--- src/rtl/lsu_pkg.sv ---
// Shared types for the load/store unit: op size, FSM state, queue entry layout.
// Also holds the alignment rule used by the queue head and by the AGU bypass path.
package lsu_pkg;

  localparam int DEFAULT_QUEUE_DEPTH = 4;
  localparam int MAX_TAG_W           = 16;
  localparam int NUM_LANES           = 4;

  typedef enum logic [1:0] {
    SZ_BYTE = 2'd0,
    SZ_HALF = 2'd1,
    SZ_WORD = 2'd2,
    SZ_ILL  = 2'd3
  } mem_size_t;

  typedef enum logic [1:0] {
    ST_IDLE = 2'd0,
    ST_REQ  = 2'd1,
    ST_WAIT = 2'd2,
    ST_WB   = 2'd3
  } lsu_state_t;

  // tag is sized for the widest supported TAG_W; lsu_unit uses the low TAG_W bits
  typedef struct packed {
    logic [31:0]          addr;
    logic                 is_store;
    mem_size_t            size;
    logic                 is_signed;
    logic [31:0]          data;
    logic [MAX_TAG_W-1:0] tag;
  } lsu_entry_t;

  localparam int ENTRY_W = $bits(lsu_entry_t);

  function automatic logic is_misaligned(input mem_size_t size, input logic [1:0] lo);
    case (size)
      SZ_BYTE: return 1'b0;
      SZ_HALF: return lo[0];
      SZ_WORD: return |lo;
      default: return 1'b1;
    endcase
  endfunction

endpackage

--- src/rtl/lsu_queue.sv ---
// In-order request FIFO; head is the oldest entry, valid whenever !empty.
// A push while full is dropped, so a pop never frees a slot within the same cycle.
module lsu_queue
  import lsu_pkg::*;
#(
  parameter int DEPTH = DEFAULT_QUEUE_DEPTH,
  parameter int WIDTH = ENTRY_W
) (
  input  logic             clk,
  input  logic             rst,
  input  logic             push,
  input  logic [WIDTH-1:0] push_data,
  input  logic             pop,
  output logic [WIDTH-1:0] head_data,
  output logic             full,
  output logic             empty
);

  localparam int PTR_W = $clog2(DEPTH);

  logic [WIDTH-1:0] mem [DEPTH];
  logic [PTR_W-1:0] wr_ptr, rd_ptr;
  logic [PTR_W:0]   count;
  logic             do_push, do_pop;

  assign full      = (count == (PTR_W+1)'(DEPTH));
  assign empty     = (count == '0);
  assign do_push   = push && !full;
  assign do_pop    = pop && !empty;
  assign head_data = mem[rd_ptr];

  always_ff @(posedge clk) begin
    if (rst) begin
      wr_ptr <= '0;
      rd_ptr <= '0;
      count  <= '0;
    end else begin
      if (do_push) wr_ptr <= wr_ptr + 1'b1;
      if (do_pop)  rd_ptr <= rd_ptr + 1'b1;
      case ({do_push, do_pop})
        2'b10:   count <= count + 1'b1;
        2'b01:   count <= count - 1'b1;
        default: ;
      endcase
    end
  end

  always_ff @(posedge clk) begin
    if (do_push) mem[wr_ptr] <= push_data;
  end

endmodule

--- src/rtl/lsu_unit.sv ---
// Load/store unit: queues AGU ops, issues one memory op at a time in program order,
// aligns store lanes, extracts/extends load data and reports results or misalignment.
module lsu_unit
  import lsu_pkg::*;
#(
  parameter int QUEUE_DEPTH = DEFAULT_QUEUE_DEPTH,
  parameter int TAG_W       = 6
) (
  input  logic             clk,
  input  logic             rst,
  input  logic             agu_valid,
  output logic             agu_ready,
  input  logic [31:0]      agu_addr,
  input  logic             agu_is_store,
  input  logic [1:0]       agu_size,
  input  logic             agu_signed,
  input  logic [31:0]      agu_store_data,
  input  logic [TAG_W-1:0] agu_tag,
  output logic             mem_req_valid,
  input  logic             mem_req_ready,
  output logic [31:0]      mem_req_addr,
  output logic             mem_req_we,
  output logic [3:0]       mem_req_be,
  output logic [31:0]      mem_req_wdata,
  input  logic             mem_resp_valid,
  input  logic [31:0]      mem_resp_rdata,
  output logic             wb_valid,
  output logic [TAG_W-1:0] wb_tag,
  output logic [31:0]      wb_data,
  output logic             wb_exc,
  input  logic             wb_ready
);

  lsu_state_t                      state, state_nxt;
  lsu_entry_t                      in_entry, head;
  logic [ENTRY_W-1:0]              head_bits;
  logic                            push, pop, capture;
  logic                            q_full, q_empty;
  logic                            head_mis, in_mis;
  logic [NUM_LANES-1:0]            lane_be;
  logic [NUM_LANES-1:0][7:0]       lane_wdata;
  logic [31:0]                     shifted, ld_ext, ld_data;
  logic                            unused_bits;

  always_comb begin
    in_entry           = '0;
    in_entry.addr      = agu_addr;
    in_entry.is_store  = agu_is_store;
    in_entry.size      = mem_size_t'(agu_size);
    in_entry.is_signed = agu_signed;
    in_entry.data      = agu_store_data;
    in_entry.tag       = MAX_TAG_W'(agu_tag);
  end

  assign agu_ready = !q_full;
  assign push      = agu_valid && agu_ready;

  lsu_queue #(
    .DEPTH (QUEUE_DEPTH),
    .WIDTH (ENTRY_W)
  ) u_queue (
    .clk       (clk),
    .rst       (rst),
    .push      (push),
    .push_data (in_entry),
    .pop       (pop),
    .head_data (head_bits),
    .full      (q_full),
    .empty     (q_empty)
  );

  assign head     = lsu_entry_t'(head_bits);
  assign head_mis = is_misaligned(head.size, head.addr[1:0]);
  assign in_mis   = is_misaligned(mem_size_t'(agu_size), agu_addr[1:0]);

  // An op pushed into an empty queue is dispatched on the same edge, so the
  // request (or exception writeback) is visible the cycle after acceptance.
  always_comb begin
    state_nxt     = state;
    pop           = 1'b0;
    capture       = 1'b0;
    mem_req_valid = 1'b0;
    wb_valid      = 1'b0;
    case (state)
      ST_IDLE: begin
        if (!q_empty)  state_nxt = head_mis ? ST_WB : ST_REQ;
        else if (push) state_nxt = in_mis ? ST_WB : ST_REQ;
      end
      ST_REQ: begin
        mem_req_valid = 1'b1;
        if (mem_req_ready) begin
          if (head.is_store) begin
            pop       = 1'b1;
            state_nxt = ST_IDLE;
          end else begin
            state_nxt = ST_WAIT;
          end
        end
      end
      ST_WAIT: begin
        if (mem_resp_valid) begin
          capture   = 1'b1;
          state_nxt = ST_WB;
        end
      end
      ST_WB: begin
        wb_valid = 1'b1;
        if (wb_ready) begin
          pop       = 1'b1;
          state_nxt = ST_IDLE;
        end
      end
      default: state_nxt = ST_IDLE;
    endcase
  end

  always_ff @(posedge clk) begin
    if (rst) begin
      state   <= ST_IDLE;
      ld_data <= '0;
    end else begin
      state <= state_nxt;
      if (capture) ld_data <= ld_ext;
    end
  end

  // Per-byte-lane enables and store data; only aligned ops ever reach memory.
  for (genvar i = 0; i < NUM_LANES; i++) begin : g_lane
    localparam logic [1:0] LANE = 2'(i);
    assign lane_be[i] = (head.size == SZ_BYTE) ? (head.addr[1:0] == LANE) :
                        (head.size == SZ_HALF) ? (head.addr[1] == LANE[1]) : 1'b1;
    assign lane_wdata[i] = (head.size == SZ_BYTE) ? head.data[7:0] :
                           (head.size == SZ_HALF) ? head.data[8*(i%2) +: 8] :
                                                    head.data[8*i +: 8];
  end

  assign mem_req_addr  = {head.addr[31:2], 2'b00};
  assign mem_req_we    = head.is_store;
  assign mem_req_be    = lane_be;
  assign mem_req_wdata = lane_wdata;

  assign shifted = mem_resp_rdata >> {head.addr[1:0], 3'b000};

  always_comb begin
    ld_ext = mem_resp_rdata;
    case (head.size)
      SZ_BYTE: ld_ext = {{24{head.is_signed & shifted[7]}},  shifted[7:0]};
      SZ_HALF: ld_ext = {{16{head.is_signed & shifted[15]}}, shifted[15:0]};
      default: ld_ext = mem_resp_rdata;
    endcase
  end

  assign wb_tag  = head.tag[TAG_W-1:0];
  assign wb_exc  = wb_valid && head_mis;
  assign wb_data = (wb_valid && !head_mis) ? ld_data : 32'h0;

  assign unused_bits = ^{shifted[31:16], head.tag};

endmodule

--- config.mk ---
export PLATFORM = sky130hd
export DESIGN_NAME = lsu_unit
export DESIGN_NICKNAME = d
export VERILOG_FILES = /design/src/rtl/lsu_pkg.sv /design/src/rtl/lsu_queue.sv /design/src/rtl/lsu_unit.sv
export SDC_FILE = /design/constraint.sdc
export NUM_CORES = 1
export LEC_CHECK = 0
export ABC_CLOCK_PERIOD_IN_PS = 3750
export BUFFER_PORTS_ARGS = -buffer_cell sky130_fd_sc_hd__buf_4
export CAP_MARGIN = 25
export CORE_MARGIN = 2
export CORE_UTILIZATION = 50
export DETAILED_ROUTE_END_ITERATION = 6
export GPL_TIMING_DRIVEN = 0
export PLACE_DENSITY = 0.77
export SYNTH_ARGS = -nofsm -noshare
export SYNTH_HDL_FRONTEND = slang
export SYNTH_SLANG_ARGS = --single-unit
--- constraint.sdc ---
create_clock -name clk -period 3.75 [get_ports clk]
set_input_delay 0.1875 -clock clk [delete_from_list [all_inputs] [get_ports clk]]
set_output_delay 0.1875 -clock clk [all_outputs]
set_load 0.02 [all_outputs]
# After elaboration in Yosys (flattened, before gate mapping)
# Memories as Yosys holds them, arrays and structs flattened. A register that Yosys moved wholly into a read port is not among the register bits.
# Cells that the tools add are included.
# totals
ff_bits,41
mem_bits_rw,296
input_bits,112
out_inout_bits,111
word_cells,85
n_memories,1
# classes
n_addsub,4
eq_ne,17
shift,1
mux,37
n_bitwise,3
n_reduce_logical,17
# mem_list
name,words,width,read_ports,rd_clocked_by_memory_dff,write_ports,line,rtl
u_queue.mem,4,74,1,1,1,lsu_queue.sv:21,logic [WIDTH-1:0] mem [DEPTH];
# ops
cell,count
$pmux W32 S2,1
$mux W8,5
$mux W32,1
$shr A32 B5 Y16,1
$mux W2,10
$mux W1,15
$eq A2 B2 Y1 const B,7
$eq A2 B1 Y1 const B,5
$logic_not A2 Y1,4
$pmux W2 S4,1
$ne A2 B2 Y1 const B,3
$pmux W1 S3,2
$pmux W3 S2,1
$logic_and A1 B1 Y1,5
$add A2 B1 Y2 const B,2
$reduce_and A4 Y1,1
$reduce_or A2 Y1,2
$add A3 B1 Y3 const B,1
$eq A3 B3 Y1 const B,1
$logic_not A1 Y1,3
$logic_not A3 Y1,1
$ne A3 B2 Y1 const B,1
$sub A3 B1 Y3 const B,1
$and A1 B1 Y1,2
other kinds (3),3

# Depth between registers and ports, before layout
# Gate-level depths: netlist of the first run.
# logic_depth
ltp_word,6
ltp_mapped,11
ltp_nobuf,10

# Hierarchy
# Synthesis of the first run repeated with hierarchy kept, for this count alone.
# unflattened
cells_unflattened,821
hier_area_um2,15198.3
# modules_own_cells
mod,instances,cells_per_inst,area_each_um2,seq_area_each_um2
lsu_queue,1,492,12588.3,10269.8
lsu_unit,1,329,2610.0,680.7

# Worst setup path before layout of the first run
# OpenSTA, ideal clock, no wires.
# synth_path
kind,flip-flop to flip-flop
from,register u_queue.count[0]
to,memory u_queue.mem[1][0] in the netlist's numbering (enable)
arrival_ns,2.532
slack_ns,0.777
path_stages_with_launch,4
path_buffers,0
synth_period_minus_slack_ns,2.973
path_cell_list,dfxtp_1 -> inv_1 -> nand3_1 -> and3_1
# synth_via
elab_chain_cells,6
# synth_rtl
item,line,rtl
"start, declared",lsu_queue.sv:23,logic [PTR_W:0] count;
"start signal, assigned",lsu_queue.sv:41,2'b10: count <= count + 1'b1;
"start signal, assigned",lsu_queue.sv:42,2'b01: count <= count - 1'b1;
$eq A3 B3 Y1 (*),lsu_queue.sv:26,assign full = (count == (PTR_W+1)'(DEPTH));
$logic_not A1 Y1 (*),lsu_unit.sv:55,assign agu_ready = !q_full;
via agu_ready,lsu_unit.sv:12,"output logic agu_ready,"
$logic_and A1 B1 Y1,lsu_unit.sv:56,assign push = agu_valid && agu_ready;
$logic_and A1 B1 Y1 (*),lsu_queue.sv:28,assign do_push = push && !full;
$mux W1 (*),lsu_queue.sv:49,if (do_push) mem[wr_ptr] <= push_data;
$mux W1 (implied by the code) (*),lsu_queue.sv:49,
"end, declared",lsu_queue.sv:21,
# Mark *: on every way through the listed nets, which the timed path passes. The rest lies on a longest branch.

==> flow_summary.yaml, run 1 <==
hold_path:
  min_path_cells: 4
  worstHoldStart: "wb_ready"
  hold_class: "input port to flip-flop"
  hold_path_end: "state[1]$_SDFFE_PP0P_"
synth:
  synth_fa_ha_area_frac: 0.006078
  synthFlopType: "edfxtp_1"
  synth_top_family_by_area: "multiplexers"
  yosysSeqAreaShare: 0.7176
  syn_avg_cell_area_sq_um: 17.40
  async_flop_share: 0
  syn_area_sq_mm: 0.01359
  yosys-top-cells-count: "edfxtp_1 (296), mux4_2 (74), nand2_1 (69), dfxtp_1 (43), nor2_1 (42)"
  muxShareOfSynthArea: 0.1444
  synth.most_common_cell: "edfxtp_1"
  ys_top_cells_by_area: "edfxtp_1 (65%), mux4_2 (12%), dfxtp_1 (6.3%), nand2_1 (1.9%), and2_1 (1.7%)"
  synth_compound_area_frac: 0.04743
  synth-edff-count: 296
  synth-seq-cells: 339
  yosysWarnings: 0
  synth_xor_area_frac: 0.003223
  yosys.cell_types.count: 46
  yosysTopAreaCell: "edfxtp_1"
  synth_cells: 781
  yosys.area.top_type_share: 0.6542
  synth_simple_gate_area_frac: 0.06207
sta:
  finalClockSkew_ns: 0.01192
  finalCriticalPeriod_ns: 3.532
  holdWs_ns: 0.01422
  fin_setup_tns_ns: 0
  maxSlewHeadroom: 0.4213
  setup_viol: 0
  clock.fmax_mhz: 283.1
  rsz0062_at_grt: "false"
  final_max_slew_viol_count: 0
  tightest_slew_ns: 0.8680
  hold_viol: 0
  fin_crit_sh: 0.9418
die:
  ios: 223
  die_width_microns: 168.8
  core_area_sq_mm: 0.02680
  placementRows: 60
  die_area_sq_mm: 0.02851
  start_util: 0.5070
  die_h_microns: 168.8
critical_path:
  slowest_delay_ns: 0.62
  crit_chain: "buf_6 > buf_6 > mux4_2 > buf_2 > a21oi_1 > a21oi_1 > nor2b_1 > clkbuf_1 > and2_1 > buf_4"
  cp_num_buf_inv: 5
  crit_family: "buffers and inverters"
  cp-start-kind: "flip-flop"
  required_ns: 3.56
  rr_worst_depth: 11
  critPathKind: "flip-flop to output pin"
  reg2reg_slack_ns: 0.84
  arrival_ns: 3.34
  cp-end-kind: "output pin"
  path_max_fanout: 19
  worst_r2r_endpoint: "u_queue.count[2]$_SDFFE_PP0P_"
  cp_slowest_cell: "mux4_2"
finish:
  seq_area_sq_mm: 0.009749
  multiInputGateArea_sq_mm: 0.003603
  nFillCells: 1761
  layout-drive-gt1-share: 0.3310
  fin_nets: 1257
  area_growth_pct: 31.61
global_route:
  grt_util_all_layers: 0.2220
  use_met2: 0.3860
  use_met3: 0.05424
  gr-usage-met1: 0.2773
  grt_pass1_wl_microns: 48270
  busiest_layer: "met2"
  grt_pass1_vias: 8607
  antenna_found_initial: 4
  grt_overflow: 0
  grt_max_degree: 50
job:
  maxCapViolations: 0
routing:
  routedWlPerCell_microns: 20.87
  viasPerCell: 5.513
  num_vias: 8324
  initialDrtViolationCount: 832
  drt-pass1-iter-count: 5
  antenna_left: 0
  routed_wl_microns: 31510
  drcViolationCount: 0
clock_tree:
  tritoncts: "yes"
  ctsLongestPathBuffers: 3
  cts_max_level: 2
  path_clk_slew_ns: 0.06
  clk_latency_ns: 0.52
  cts.sinks: 339
  cts_root_buf: "clkbuf_16"
  numCtsBuffers: 35
  post-cts-setup-buffers: 0
pwr:
  peakVddDrop_mv: 0.4378
  power_density_mw_per_mm2: 537.4
  p_leak_uw: 0.006362
place:
  hpwl_microns: 20580
  place_congestion: 0.9155
  port-buffer-count: 219
run_status:
  status: "completed"
==> layout by cell type, fill, tap and decap left out, types with 6 or more instances in the layout <==
cell	count
o2bb2ai_1	7
inv_1	10
o21ai_0	32
a21boi_0	7
clkbuf_16	35
clkinv_1	10
edfxtp_1	296
buf_1	6
buf_2	11
mux2_2	9
mux4_2	74
dlygate4sd3_1	98
dfxtp_1	43
a211oi_1	18
a21oi_1	7
mux2i_1	18
nor2_1	42
a2111oi_0	7
nor2b_1	6
and2_1	36
buf_4	221
clkbuf_1	23
clkinv_2	8
a221oi_1	7
nand2_1	69
==> worst register-to-register path, stage by stage (launching register included) <==
cell	delay (ns)
dfxtp_1	0.31
buf_6	0.12
buf_6	0.18
mux4_2	0.42
a22oi_1	0.10
nor3b_1	0.39
ha_1	0.25
inv_1	0.07
fa_1	0.38
xor2_1	0.17
or3_1	0.31
a21oi_1	0.13
==> registers in the layout, summed over array words and instances (netlist names), named ones only <==
| signal | cells |
|---|---|
| ld_data | 32 |
| u_queue.wr_ptr | 2 |
| state | 2 |
| u_queue.mem | 296 |
| u_queue.count | 3 |
| u_queue.rd_ptr | 2 |
==> per-layer routing <==
layer	vias to the layer above	wire length, microns
met5	-	11
met4	2	801
met3	58	2449
met2	365	15650
met1	4109	12590
li1	3790	-
==> power breakdown <==
part	internal [uW]	switching, uW	leakage, uW
Sequential	4390	84.0	0.00307
Clock	1870	1430	0.000535
Combinational	793	1040	0.00276
Total	7060	2550	0.00636
==> cell families after synthesis <==
logic type	after synthesis
flops	339
simple gates	178
mux	102
compound gates	93
buf+inv	57
fa+ha+maj	6
xor+xnor	5
other cells	1
==> final cells by class <==
| type | instances | area share |
|---|---|---|
| Timing Repair Buffer | 321 | 0.1530 |
| Tap cell | 341 | 0.02386 |
| Clock inverter | 29 | 0.01274 |
| Clock buffer | 35 | 0.04898 |
| Sequential cell | 339 | 0.5452 |
| Antenna cell | 3 | 0.0004198 |
| Inverter | 10 | 0.002099 |
| Multi-Input combinational cell | 386 | 0.2015 |
| Buffer | 46 | 0.01218 |
==> how the worst max path moves through the flow <==
stage	from	end	slack (ns)	cells past startpoint
finish	flip-flop	wb_data[18]	0.22	10
global route	flip-flop	wb_data[18]	0.02	10
CTS	flip-flop	mem_req_be[2]	0.14	7
detailed placement	flip-flop	mem_req_be[2]	0.51	9
global placement	u_queue.count[0]$_SDFFE_PP0P_	u_queue.mem[1][56]$_DFFE_PP_	-0.53	3
floorplan	u_queue.count[0]$_SDFFE_PP0P_	u_queue.mem[1][0]$_DFFE_PP_	0.78	3
==> per-stage QoR <==
stage	worst slack [ns]	cell area, sq um	instances	util	total power, uW
6_report	0.2183	17880	1510	0.6672	9608
3_5_place_dp	0.5146	15790	1346	0.5892	6304
2_1_floorplan	0.7773	13590	782	-	5587
5_1_grt	0.01506	17880	1509	0.6671	9959
4_1_cts	0.1435	17870	1507	0.6669	9671
3_3_place_gp	-0.5348	15660	1342	0.5844	6268
==> timing repair <==
action                                  in CTS  in global routing
hold buffers                                98                  0
pin swaps                                    0                  0
endpoints found under the setup margin       2                  1
cloned                                       0                  0
gates resized for setup                      0                  2
endpoints found under the hold margin      320                  0
No activity file was read; power rests on OpenSTA's default activity.
==> inputs of run 2 (changes only) <==
Settings changed: ABC_AREA from default to 1.
==> run 2 against run 1 <==
Power increased by 2.4%. Global-route usage grew 3.8 points. Core utilization decreased by 0.20 points. Clock power is essentially flat.
==> flow_summary.yaml, run 2 <==
global_route:
  grt_pass1_wl_microns: 60620
  grt_util_all_layers: 0.2604
  grt_pass1_vias: 11070
  grt_overflow: 0
  antenna_found_initial: 0
  grt_max_degree: 27
pwr:
  p_leak_uw: 0.007219
  power_density_mw_per_mm2: 531.0
  total_power_uw: 9840
  peakVddDrop_mv: 0.4865
clock_tree:
  ctsLongestPathBuffers: 3
  path_clk_slew_ns: 0.06
  tritoncts: "yes"
  cts_resized: 0
  clk_latency_ns: 0.51
  cts_max_level: 2
  cts_root_buf: "clkbuf_16"
  cts.sinks: 339
  numCtsBuffers: 35
routing:
  antenna_left: 0
  routed_wl_microns: 39780
  drt-pass1-iter-count: 5
  routedWlPerCell_microns: 19.45
  num_vias: 11290
  drcViolationCount: 0
  viasPerCell: 5.520
  initialDrtViolationCount: 1346
place:
  port-buffer-count: 219
  hpwl_microns: 26210
  place_congestion: 0.9506
hold_path:
  hold_path_end: "state[0]$_SDFFE_PP0P_"
  min_path_cells: 3
  worstHoldStart: "mem_req_ready"
  hold_class: "input port to flip-flop"
finish:
  utilization: 0.6652
  multiInputGateArea_sq_mm: 0.003731
  final_common_cell: "edfxtp_1"
  top_register: "u_queue.mem"
  layout-drive-gt1-share: 0.2106
  fin_nets: 1760
  final_cell_mix: "edfxtp_1 (296), buf_4 (228), nand2_1 (196), nor2_1 (174), o21ai_0 (173)"
  area_growth_pct: 30.44
  nFillCells: 2047
  seq_area_sq_mm: 0.009749
  largest_reg_flops: 296
  diodes: 0
  reg_top3: "u_queue.mem: 296 flops, ld_data: 32 flops, u_queue.count: 3 flops"
sta:
  final_max_slew_viol_count: 0
  finalCriticalPeriod_ns: 3.214
  tightest_slew_ns: 0.7285
  clock.fmax_mhz: 311.2
  setup_viol: 0
  maxSlewHeadroom: 0.5132
  finalClockSkew_ns: 0.01478
  holdWs_ns: 0.07724
  fin_crit_sh: 0.8569
  rsz0062_at_grt: "false"
  hold_viol: 0
critical_path:
  cp_common_cell: "clkbuf_1"
  worst_r2r_endpoint: "u_queue.count[2]$_SDFFE_PP0P_"
  reg2reg_slack_ns: 0.94
  cp_slowest_cell: "clkbuf_1"
  cp-start-kind: "flip-flop"
  slowest_delay_ns: 0.48
  crit_chain: "buf_4 > clkbuf_1 > clkbuf_1 > clkbuf_1 > o21ai_0 > o22ai_1 > buf_4"
  critPathKind: "flip-flop to output pin"
  cp-end-kind: "output pin"
  required_ns: 3.56
  arrival_ns: 3.03
  rr_worst_depth: 16
  path_max_fanout: 10
die:
  die_width_microns: 172.6
  die_area_sq_mm: 0.02978
  ios: 223
  placementRows: 61
  die_h_microns: 172.6
  start_util: 0.5100
  core_area_sq_mm: 0.02786
synth:
  yosys.area.top_type_share: 0.6256
  synth-seq-cells: 339
  yosysTopAreaCell: "edfxtp_1"
  syn_avg_cell_area_sq_um: 11.00
  synth-edff-count: 296
  syn_area_sq_mm: 0.01421
  yosys.cell_types.count: 39
  synth_cells: 1291
  yosysWarnings: 0
  yosysSeqAreaShare: 0.6862
  synthFlopType: "edfxtp_1"
  async_flop_share: 0
  synth.most_common_cell: "edfxtp_1"
  ys_top_cells_by_area: "edfxtp_1 (63%), o21ai_0 (6.1%), dfxtp_1 (6.1%), nand2_1 (5.2%), nor2_1 (4.7%)"
  yosys-top-cells-count: "edfxtp_1 (296), nand2_1 (196), nor2_1 (178), o21ai_0 (173), inv_1 (94)"
run_status:
  status: "completed"
job:
  maxCapViolations: 0
==> run 2: how the worst max path moves through the flow <==
stage / from / endpoint / depth (start not counted)
after floorplan: u_queue.count[1]$_SDFFE_PP0P_ / u_queue.mem[0][0]$_DFFE_PP_ / 4
after global placement: u_queue.count[1]$_SDFFE_PP0P_ / u_queue.mem[3][53]$_DFFE_PP_ / 4
after detailed placement: flip-flop / u_queue.count[2]$_SDFFE_PP0P_ / 16
after CTS: flip-flop / mem_req_addr[3] / 7
after global routing: flip-flop / mem_req_addr[2] / 7
final: flip-flop / mem_req_addr[2] / 7
==> run 2: metal layers <==
metal  wire (microns)  global-route usage
met4             1176             0.09473
met1            15260              0.3218
met2            19710              0.4538
met3             3631             0.05387
met5                0                   0
==> run 2: cells by family (layout without fill, tap and decap cells) <==
kind of cell / after synthesis / after routing / share of synthesized area
other cells: 1 / 2 / 0.0002639
mux: 1 / 1 / 0.0007925
simple gates: 451 / 451 / 0.1311
fa+ha+maj: 6 / 6 / 0.005812
compound gates: 314 / 314 / 0.1216
xor+xnor: 1 / 1 / 0.0006166
flops: 339 / 339 / 0.6862
buf+inv: 178 / 553 / 0.05354
==> run 2: power breakdown <==
part           switching [uW]  internal, uW  total [uW]
combinational            1370           758        2120
clock                    1380          1900        3290
sequential               73.4          4360        4430
total                    2820          7020        9840
==> run 2: through the flow <==
step,instances,cell area [sq um],worst slack (ns),setup TNS [ns]
after floorplan,1292,14210,-0.6893,-204.05
after global placement,1889,16330,-2.934,-849.17
after detailed placement,1901,16630,0.9250,0
after CTS,2045,18530,0.6009,0
after global routing,2045,18530,0.3854,0
final,2045,18530,0.5365,0
==> run 2: area by class of cell <==
cell class              instances  area share
clock buffers                  44     0.05023
repair buffers                313      0.1476
multi-input cells             775      0.2013
plain buffers                  78     0.02066
clock inverters                18    0.008170
flip-flops and latches        339      0.5261
inverters                     100     0.02039
well taps                     378     0.02552
==> run 2: timing repair <==
item,CTS,global route
hold buffers,82,0
setup endpoints to repair,0,0
setup buffers,0,0
hold endpoints to repair,304,0
==> run 2: worst max-delay path, delay by kind of cell, from the launching register on <==
family,cells,cell delay [ns]
buffers and inverters,5,1.72
DFF,1,0.31
AOI/OAI and AO/OA,2,0.48
